--- config.mk ---
export PLATFORM = sky130hd
export DESIGN_NAME = axi_demux_scheduler
export DESIGN_NICKNAME = d
export VERILOG_FILES = /design/src/rtl/axi_demux_scheduler.sv
export SDC_FILE = /design/constraint.sdc
export NUM_CORES = 1
export LEC_CHECK = 0
export BUFFER_PORTS_ARGS = -buffer_cell sky130_fd_sc_hd__buf_2
export CAP_MARGIN = 10
export CORE_MARGIN = 3
export CORE_UTILIZATION = 30
export DETAILED_ROUTE_END_ITERATION = 10
export PLACE_DENSITY = 0.58
export SLEW_MARGIN = 25
export SYNTH_ARGS = -nofsm -noshare
export SYNTH_HDL_FRONTEND = slang
export SYNTH_SLANG_ARGS = --single-unit
--- constraint.sdc ---
create_clock -name clk -period 1.7 [get_ports clk]
set_input_delay 0.425 -clock clk [delete_from_list [all_inputs] [get_ports clk]]
set_output_delay 0.425 -clock clk [all_outputs]
set_load 0.03 [all_outputs]
--- src/rtl/axi_demux_scheduler.sv ---
// rtl/axi_demux_scheduler.sv - packet-level round-robin select scheduler with per-output credits
module axi_demux_scheduler #(
    parameter int NUM_STREAMS = 4,
    parameter int MAX_CREDITS = 2,
    localparam int IW = (NUM_STREAMS > 1) ? $clog2(NUM_STREAMS) : 1,
    localparam int CW = $clog2(MAX_CREDITS + 1)
) (
    input  logic                   clk,
    input  logic                   rst_n,
    output logic                   select_valid,
    input  logic                   select_ready,
    output logic [IW-1:0]          select_data,
    input  logic                   in_tvalid,
    input  logic                   in_tready,
    input  logic                   in_tlast,
    input  logic [NUM_STREAMS-1:0] out_enable,
    input  logic [NUM_STREAMS-1:0] credit_return,
    output logic                   busy,
    output logic                   credit_overflow
);

    typedef enum logic [1:0] {IDLE, OFFER, WAIT_LAST} state_t;

    state_t                   state;
    logic [IW-1:0]            rr_ptr;
    logic [CW-1:0]            credit [NUM_STREAMS];
    logic [NUM_STREAMS-1:0]   elig;
    logic [NUM_STREAMS-1:0]   consume;
    logic [IW-1:0]            pick;
    logic                     any_elig;
    logic [IW-1:0]            idx;
    logic                     last_beat;

    assign last_beat = in_tvalid & in_tready & in_tlast;

    always_comb begin
        for (int i = 0; i < NUM_STREAMS; i++) begin
            elig[i] = out_enable[i] && (credit[i] != '0);
        end
    end

    // Walk downward so the lowest offset from rr_ptr is the one left standing.
    always_comb begin
        pick     = '0;
        any_elig = 1'b0;
        idx      = '0;
        for (int k = NUM_STREAMS - 1; k >= 0; k--) begin
            idx = IW'((int'(rr_ptr) + k) % NUM_STREAMS);
            if (elig[idx]) begin
                pick     = idx;
                any_elig = 1'b1;
            end
        end
    end

    always_comb begin
        consume = '0;
        if (state == OFFER && select_ready) begin
            consume[select_data] = 1'b1;
        end
    end

    always_ff @(posedge clk or negedge rst_n) begin
        if (!rst_n) begin
            state        <= IDLE;
            select_valid <= 1'b0;
            select_data  <= '0;
            busy         <= 1'b0;
            rr_ptr       <= '0;
        end else begin
            case (state)
                IDLE: begin
                    if (any_elig) begin
                        select_data  <= pick;
                        select_valid <= 1'b1;
                        busy         <= 1'b1;
                        state        <= OFFER;
                    end
                end
                OFFER: begin
                    if (select_ready) begin
                        select_valid <= 1'b0;
                        rr_ptr       <= (select_data == IW'(NUM_STREAMS - 1)) ? '0 : select_data + IW'(1);
                        state        <= WAIT_LAST;
                    end
                end
                WAIT_LAST: begin
                    if (last_beat) begin
                        busy  <= 1'b0;
                        state <= IDLE;
                    end
                end
                default: begin
                    select_valid <= 1'b0;
                    busy         <= 1'b0;
                    state        <= IDLE;
                end
            endcase
        end
    end

    // A return at a full counter saturates and flags the consumer's bookkeeping error.
    always_ff @(posedge clk or negedge rst_n) begin
        if (!rst_n) begin
            for (int i = 0; i < NUM_STREAMS; i++) begin
                credit[i] <= CW'(MAX_CREDITS);
            end
            credit_overflow <= 1'b0;
        end else begin
            for (int i = 0; i < NUM_STREAMS; i++) begin
                if (consume[i] && !credit_return[i]) begin
                    credit[i] <= credit[i] - CW'(1);
                end else if (!consume[i] && credit_return[i]) begin
                    if (credit[i] == CW'(MAX_CREDITS)) begin
                        credit_overflow <= 1'b1;
                    end else begin
                        credit[i] <= credit[i] + CW'(1);
                    end
                end
            end
        end
    end

endmodule
==> results of run 1 <==
logic make-up (layout without fill, tap and decap cells):
family          Yosys count  count (layout)  share of synthesized area [%]
simple gates             32              32                          15.94
compound gates           26              26                          17.40
mux                       3               3                          2.918
fa+ha+maj                12              12                          13.47
flops                    17              17                          38.61
xor+xnor                  8               8                          6.284
buf+inv                  14              39                          5.387
cell usage in the layout (no fill, tap or decap), types with 2 or more instances in the layout:
| cell type | n |
|---|---|
| ha_1 | 12 |
| nand4_1 | 2 |
| o21ai_1 | 5 |
| xnor2_1 | 4 |
| nand2_1 | 5 |
| inv_1 | 12 |
| dfrtp_1 | 13 |
| clkbuf_8 | 3 |
| buf_2 | 18 |
| nor3_1 | 4 |
| a31oi_1 | 2 |
| o21a_1 | 3 |
| dfstp_2 | 4 |
| nor2b_1 | 5 |
| a21o_1 | 3 |
| o21ai_2 | 2 |
| nor2_1 | 9 |
| nand3b_1 | 3 |
| xor2_1 | 4 |
| buf_4 | 4 |
| mux2_1 | 2 |
per-stage QoR:
stage	util, %	setup TNS [ns]	hold slack, ns
final	38.31	0	0.08952
after floorplan	-	0	0.1294
after global routing	38.31	-0.006965	0.1145
after CTS	38.02	0	0.1096
after global placement	36.72	0	0.3694
after detailed placement	36.72	-0.04068	0.3819
critical path: cells and delay by family, from the launching register on:
family,cells,cell delay [ns]
AOI/OAI and AO/OA,1,0.18
adders and majority gates,2,0.40
buffers and inverters,2,0.14
DFF,1,0.45
and+or+nand+nor,3,0.31
flip-flops by register name, summed over array words and instances, names as in the netlist:
register / cells
credit: 8
rr_ptr: 2
select_data: 2
state: 2
busy: 1
credit_overflow: 1
select_valid: 1
report_power, final:
part           switching [mW]  internal, mW  leakage (nW)
clock network           0.143         0.166        0.0228
logic                   0.536         0.475         0.446
registers               0.220         0.631         0.196
routing by layer:
layer  global-route usage, %  wire (um)  vias to the layer above
met1                   12.62        988                      415
met5                       0          0                        -
met3                   1.518         75                        2
met4                   4.557         18                        0
met2                   20.17       1162                       15
li1                        -          -                      437
cell type report:
cell class                      instances  area [um2]  share of cell area (%)
Multi-Input combinational cell         81       626.9                   47.18
Inverter                               13       48.80                   3.672
Sequential cell                        17       430.4                   32.39
Timing Repair Buffer                   22       120.1                   9.040
Tap cell                               46       57.56                   4.331
Clock buffer                            4       45.04                   3.390
repair_timing:
item,4_1_cts,5_1_grt
hold endpoints to repair,0,0
endpoints found under the setup margin,0,3
buffers inserted,0,1
resized for setup,0,1
hold buffers,0,0
worst paths after layout:
path / cells after the start / from / to / slack (ns)
setup / recovery: 8 / select_data[0]$_DFFE_PN0P_ / credit[6]$_DFFE_PN0P_ / 0.11
hold / removal: 1 / rst_n / select_valid$_DFFE_PN0P_ / 0.09
setup reg to reg: 8 / select_data[0]$_DFFE_PN0P_ / credit[6]$_DFFE_PN0P_ / 0.11
hold reg to reg: 2 / credit_overflow$_DFF_PN0_ / credit_overflow$_DFF_PN0_ / 0.50
max in group asynchronous: 1 / rst_n / credit[1]$_DFFE_PN1P_ / 1.29
min in group clk: 2 / select_ready / state[0]$_DFFE_PN0P_ / 0.37
==> metrics.txt, run 1 <==
outcome=completed; Clock Path Buffers=2; Max stage delay on crit path=about 0.45 ns; post-synthesis sequential area ratio=between 30% and 40%; Slew headroom=about three quarters; power per cell area=around 1600 mW/mm2; commonest cells in the netlist=dfrtp_1, ha_1, inv_1, nor2_1, nand2_1; Non-Filler Instances=about 180; grt total ovfl=0; count of final setup violators=0; area post-placement=0.001274 mm2; Syn Std Cell Area=about 0.0011 mm2; area share of the largest cell type after synthesis=29.18%; GRT Total Usage=11.01%; post-route ant nets=0; flops & latches, synth=17; worst skew pair latency=~0.25 ns; final-layout fill cell count=roughly 380; Critical Path RT=between 1.5 and 2 ns; DRC=0; fraction of layout cells with a size suffix above 1=27.01%; clk_skew=between 0.003 and 0.004 ns; largest net degree at the start of global routing=18; Async S/R FF share, synth=100.0%; clk sinks=17; Clock transition at path regs=around 0.07 ns; Final nets=approximately 160; Min-Delay Path Class=in2async; via count=just under 900; final wirelength=about 2200 um; Mapped Cells=between 100 and 150; total chip power=~2.2 mW; Die ar.=0.004484 mm2; leakage=roughly 0.67 nW; Vias/cell=about 4.7; dominant cell by count in the synthesized netlist=dfrtp_1; root buf cell=clkbuf_8; Synth-to-Final Area Change=19.19%; final hold vios=0; Top FF cell, synth=dfrtp_1; Synth area leader=dfrtp_1; post-synth cell types=35; final period utilization=between 90% and 100%; DP Wirelength=1784 um; final slew viol count=0; Area contributors post-synth=dfrtp_1, ha_1, dfstp_2; Detailed Routing Iterations Pass 1=4; drt initial violations=25; number of synthesized flops with an enable pin=0; top fanout value on the critical path=6; Final WS setup=between 0.1 and 0.15 ns; num rows=21; initial core utilization=roughly a third; syn nets=around 140; dpl ws=-0.04068 ns; fmax=about 0.63 GHz; Max Cap Viol=0; crit-path cells=inv_1, ha_1, nand2_1, inv_1, ha_1, nor2b_1, nor3_1, a21o_2; # diodes=0; worst-margin pin slew=about 0.4 ns; port bufs=18; DR WL/cell=between 10 and 15 um; startpoint type of the worst setup path=flip-flop; Max H-tree Level=1; Ports=19; Crit Path Class=reg2reg; Finished Cell Area=between 0.001 and 0.0015 mm2; Crit-path slowest cell=dfrtp_1; global-route wire length before repair=between 3000 and 4000 um; DIE HEIGHT=between 60 and 70 um; yosys warns=0; post-layout min period=1.594 ns; initial antenna violation count=0; arrival time worst endpoint=approximately 1.7 ns; Die W=about 67 um; GP Congestion=roughly 0.75; number of global-route vias before repair=873; CTS tree=built; unrepaired setup endpoints after global routing=yes; maximum VDD drop=0.3527 mV; Core Area=around 0.0035 mm2; Avg Cell Area, Syn=9.954 um2; Placed Cells=178; crit path capture type=flip-flop; CTS buffer count=3
Power figures use the tool's default switching activity.
==> run 2: changes to the inputs <==
Settings changed: PLACE_DENSITY 0.58 to 0.55.
==> metrics.txt, run 2 (synthesis gave the netlist of run 1 again) <==
Synth-to-Final Area Change=18.74%; final wirelength=about 2200 um; arrival time worst endpoint=approximately 1.8 ns; max FFs per register=8; global-route wire length before repair=around 3700 um; largest net degree at the start of global routing=18; grt total ovfl=0; root buf cell=clkbuf_8; initial antenna violation count=0; initial core utilization=about 32%; GRT Total Usage=~11%; Finished Cell Area=roughly 0.0013 mm2; startpoint type of the worst setup path=flip-flop; final period utilization=93.99%; DIE HEIGHT=~67 um; Core Area=0.003468 mm2; via count=between 800 and 900; Internal Dissipation=between 1 and 1.5 mW; Vias/cell=4.687; DP Wirelength=1769 um; Clock Path Buffers=2; post-layout min period=roughly 1.6 ns; clk sinks=17; CTS buffer count=3; maximum VDD drop=0.4589 mV; Max Cap Viol=0; outcome=completed; r2r worst-path depth=6; number of global-route vias before repair=between 800 and 900; leakage=0.6614 nW; # diodes=0; Worst R2R Setup Slack=0.10 ns; Slew headroom=74.09%; Detailed Routing Iterations Pass 1=4; fmax=between 0.6 and 0.7 GHz; most common cell after layout, fill and taps aside=buf_2; unrepaired setup endpoints after global routing=yes; RR Endpoint=credit[7]$_DFFE_PN1P_; crit path capture type=flip-flop; worst skew pair latency=approximately 0.26 ns; Clock power frac=14.3%; Final nets=163; clk_skew=around 0.0047 ns; DR WL/cell=roughly 12 um; power per cell area=between 1500 and 2000 mW/mm2; Psw=between 0.8 and 0.9 mW; area post-placement=around 0.0013 mm2; fraction of layout cells with a size suffix above 1=around 28%; Max H-tree Level=1; worst-margin pin slew=about 0.4 ns; CTS tree=built; total chip power=about 2.2 mW; final slew viol count=0; final hold vios=0; post-route ant nets=0; most flop-heavy register=credit; Net Sw Frac=between 40% and 50%; sequential share of power=39.4%; Ports=19; Logic pwr share=between 40% and 50%; RR Startpoint=state[1]$_DFFE_PN0P_; Die ar.=0.004484 mm2; Critical Path RT=~1.9 ns; Post-CTS Hold Fix Bufs=0; top fanout value on the critical path=6; num rows=21; DRC=0; Min-Delay Path Class=in2async; GP Congestion=roughly 0.77; drt initial violations=18; port bufs=18; Clock transition at path regs=about 0.07 ns; most frequent cells in the layout=buf_2, inv_1, ha_1, dfrtp_1, nor2_1; Die W=66.96 um; Crit Path Class=reg2reg; count of final setup violators=0
run 2: how the worst max path moves through the flow:
stage / startpoint / to
detailed placement: select_ready / credit_overflow$_DFF_PN0_
CTS: state[0]$_DFFE_PN0P_ / credit_overflow$_DFF_PN0_
global route: state[1]$_DFFE_PN0P_ / credit[7]$_DFFE_PN1P_
floorplan: select_data[0]$_DFFE_PN0P_ / credit[6]$_DFFE_PN0P_
finish: state[1]$_DFFE_PN0P_ / credit[7]$_DFFE_PN1P_
global placement: select_ready / credit[7]$_DFFE_PN1P_
run 2: layer usage:
| layer | GRT usage, % | wire length, um | up-vias |
|---|---|---|---|
| li1 | - | - | 433 |
| met1 | 12.80 | 977 | 402 |
| met2 | 19.31 | 1097 | 14 |
| met3 | 2.192 | 75 | 4 |
| met4 | 5.823 | 34 | 0 |
| met5 | 0 | 0 | - |
run 2: worst max-delay path: stages (launching register included):
cell and delay [ns]:
dfrtp_1 0.41, nor3b_4 0.35, nand2_1 0.16, inv_1 0.08, ha_1 0.24, nor2_1 0.13
xor2_1 0.15
run 2: area by class of cell:
cell class	count	area [um2]
Timing Repair Buffer	21	112.6
Tap cell	46	57.56
Fill cell	369	2145
Inverter	13	48.80
Clock buffer	3	41.29
Clock inverter	1	5.005
Sequential cell	17	431.7
Multi-Input combinational cell	81	626.9
run 2: power groups by stage:
stage | sequential [mW] | clock, mW | combinational, mW
floorplan | 0.900 | 0 | 0.693
global placement | 0.848 | 0 | 0.980
detailed placement | 0.858 | 0 | 1.00
CTS | 0.849 | 0.321 | 1.01
global route | 0.888 | 0.339 | 1.12
finish | 0.851 | 0.309 | 0.997
run 2: timing repair:
| item | CTS | global route |
|---|---|---|
| setup buffers | 0 | 0 |
| gates resized for setup | 0 | 2 |
| endpoints found under the setup margin | 0 | 5 |
run 2: metrics by stage:
step	utilization [%]	setup WS (ns)	instances	TNS (ns)	hold slack (ns)
after floorplan	-	0.06227	112	0	0.1294
after detailed placement	36.72	-0.02142	178	-0.02142	0.3777
final	38.17	0.1021	182	0	0.07840
after CTS	38.06	0.07967	182	0	0.1023
after global routing	38.17	-0.02238	182	-0.04295	0.1089
after global placement	36.72	0.01767	178	0	0.3722
==> run 3: changes to the inputs <==
==> constraint.sdc (replaced) <==
create_clock -name clk -period 1.7 [get_ports clk]
set_input_delay 0 -clock clk [delete_from_list [all_inputs] [get_ports clk]]
set_output_delay 0 -clock clk [all_outputs]
set_load 0.03 [all_outputs]
==> metrics.txt, run 3 (synthesis gave the netlist of run 1 again) <==
Internal Dissipation=1.266 mW; post-route ant nets=0; GP Congestion=about 0.73; grt total ovfl=0; sequential share of power=between 30% and 40%; Max Cap Viol=0; most common cell after layout, fill and taps aside=buf_2; DP Wirelength=roughly 1800 um; Slew headroom=about 74%; num rows=21; Clock power frac=between 10% and 20%; fraction of layout cells with a size suffix above 1=about a quarter; TNS Setup=0 ns; Max Used Layer=met4; max FFs per register=8; DR WL/cell=between 10 and 15 um; Crit-path slowest cell=dfrtp_1; Psw=between 0.8 and 0.9 mW; Core Area=0.003468 mm2; worst-margin pin slew=approximately 0.40 ns; met2 wire length=between 1000 and 1500 um; drt initial violations=20; Die ar.=0.004484 mm2; final hold vios=0; port bufs=18; Min-Delay Path Class=in2reg; crit-path cells=inv_1, ha_1, nand2_1, inv_1, ha_1, nor2b_1, nor3_1, a21o_2; Critical Path RT=roughly 1.9 ns; Ports=19; number of global-route vias before repair=874; final wirelength=~2200 um; outcome=completed; startpoint type of the worst setup path=flip-flop; largest net degree at the start of global routing=18; root buf cell=clkbuf_8; clk sinks=17; final slew viol count=0; Clock Path Buffers=2; # diodes=0; arrival time worst endpoint=1.71 ns; routed wl met3=about 67 um; power per cell area=1613 mW/mm2; Vias/cell=~4.8; maximum VDD drop=roughly 0.33 mV; Synth-to-Final Area Change=20.20%; CTS buffer count=3; worst skew pair latency=between 0.2 and 0.3 ns; Logic pwr share=a little under half; initial core utilization=between 30% and 40%; Net Sw Frac=between 40% and 50%; CTS tree=built; crit path capture type=flip-flop; final period utilization=91.82%; GRT Total Usage=a little under an eighth; Final nets=165; count of final setup violators=0; post-layout min period=1.561 ns; via count=between 800 and 900; fmax=around 0.64 GHz; Max stage delay on crit path=approximately 0.43 ns; DIE HEIGHT=66.96 um; Die W=66.96 um; DRC=0; initial antenna violation count=0; total chip power=around 2.2 mW; M1 WL=about 980 um; global-route wire length before repair=around 3800 um; most frequent cells in the layout=buf_2, inv_1, ha_1, dfrtp_1, nor2_1; Crit Path Class=reg2reg; Max H-tree Level=1; Detailed Routing Iterations Pass 1=4; leakage=between 0.6 and 0.7 nW; clk_skew=roughly 0.0025 ns; Clock transition at path regs=about 0.07 ns; top fanout value on the critical path=6; most flop-heavy register=credit
-- run 3: final cells by class --
type | count | area (um2)
tap | 46 | 57.56
clock buffer | 4 | 45.04
inverter | 13 | 48.80
multi-input combinational | 81 | 624.3
timing repair buffer | 23 | 132.6
sequential | 17 | 431.7
fill | 376 | 2128
-- run 3: worst max-delay path: cells and delay by family (launching register included) --
family | cells | cell delay (ns)
DFF | 1 | 0.43
adders and majority gates | 2 | 0.39
and+or+nand+nor | 3 | 0.32
AOI/OAI and AO/OA | 1 | 0.19
buffers and inverters | 2 | 0.12
-- run 3: per-layer routing --
metal | track usage (%) | vias to the layer above
li1 | - | 439
met1 | 12.51 | 426
met2 | 20.54 | 13
met3 | 2.024 | 4
met4 | 6.076 | 0
met5 | 0 | -
-- run 3: through the flow --
stage / hold WS, ns / cells / util [%] / cell area (um2) / setup WS [ns]
after global routing: 0.1132 / 184 / 38.64 / 1340 / -0.002265
final: 0.1039 / 184 / 38.64 / 1340 / 0.1391
after floorplan: -0.2956 / 112 / - / 1115 / 0.06227
after detailed placement: -0.04580 / 177 / 36.51 / 1266 / 0.1250
after CTS: 0.1079 / 183 / 38.38 / 1331 / 0.1174
after global placement: -0.04793 / 177 / 36.51 / 1266 / 0.1649
-- run 3: power by group through the flow --
stage,Combinational (mW),Clock [mW],Sequential (mW)
floorplan,0.693,0,0.900
global placement,0.964,0,0.851
detailed placement,0.985,0,0.865
CTS,0.995,0.323,0.856
global route,1.13,0.338,0.880
finish,1.00,0.312,0.846
-- run 3: timing repair --
item,4_1_cts,5_1_grt
setup buffers,0,1
hold endpoints to repair,18,0
gates resized for setup,0,1
hold buffers,2,0
endpoints found under the setup margin,0,3
-- run 3: final timing paths --
kind                                            start                        end  slack, ns  cells past startpoint
setup / recovery           select_data[0]$_DFFE_PN0P_      credit[6]$_DFFE_PN0P_       0.14                      8
hold / removal                              in_tready       state[1]$_DFFE_PN0P_       0.10                      3
setup reg to reg           select_data[0]$_DFFE_PN0P_      credit[6]$_DFFE_PN0P_       0.14                      8
hold reg to reg             credit_overflow$_DFF_PN0_  credit_overflow$_DFF_PN0_       0.50                      2
max in group asynchronous                       rst_n      credit[5]$_DFFE_PN1P_       1.18                      2
min in group asynchronous                       rst_n      credit[6]$_DFFE_PN0P_       0.20                      2
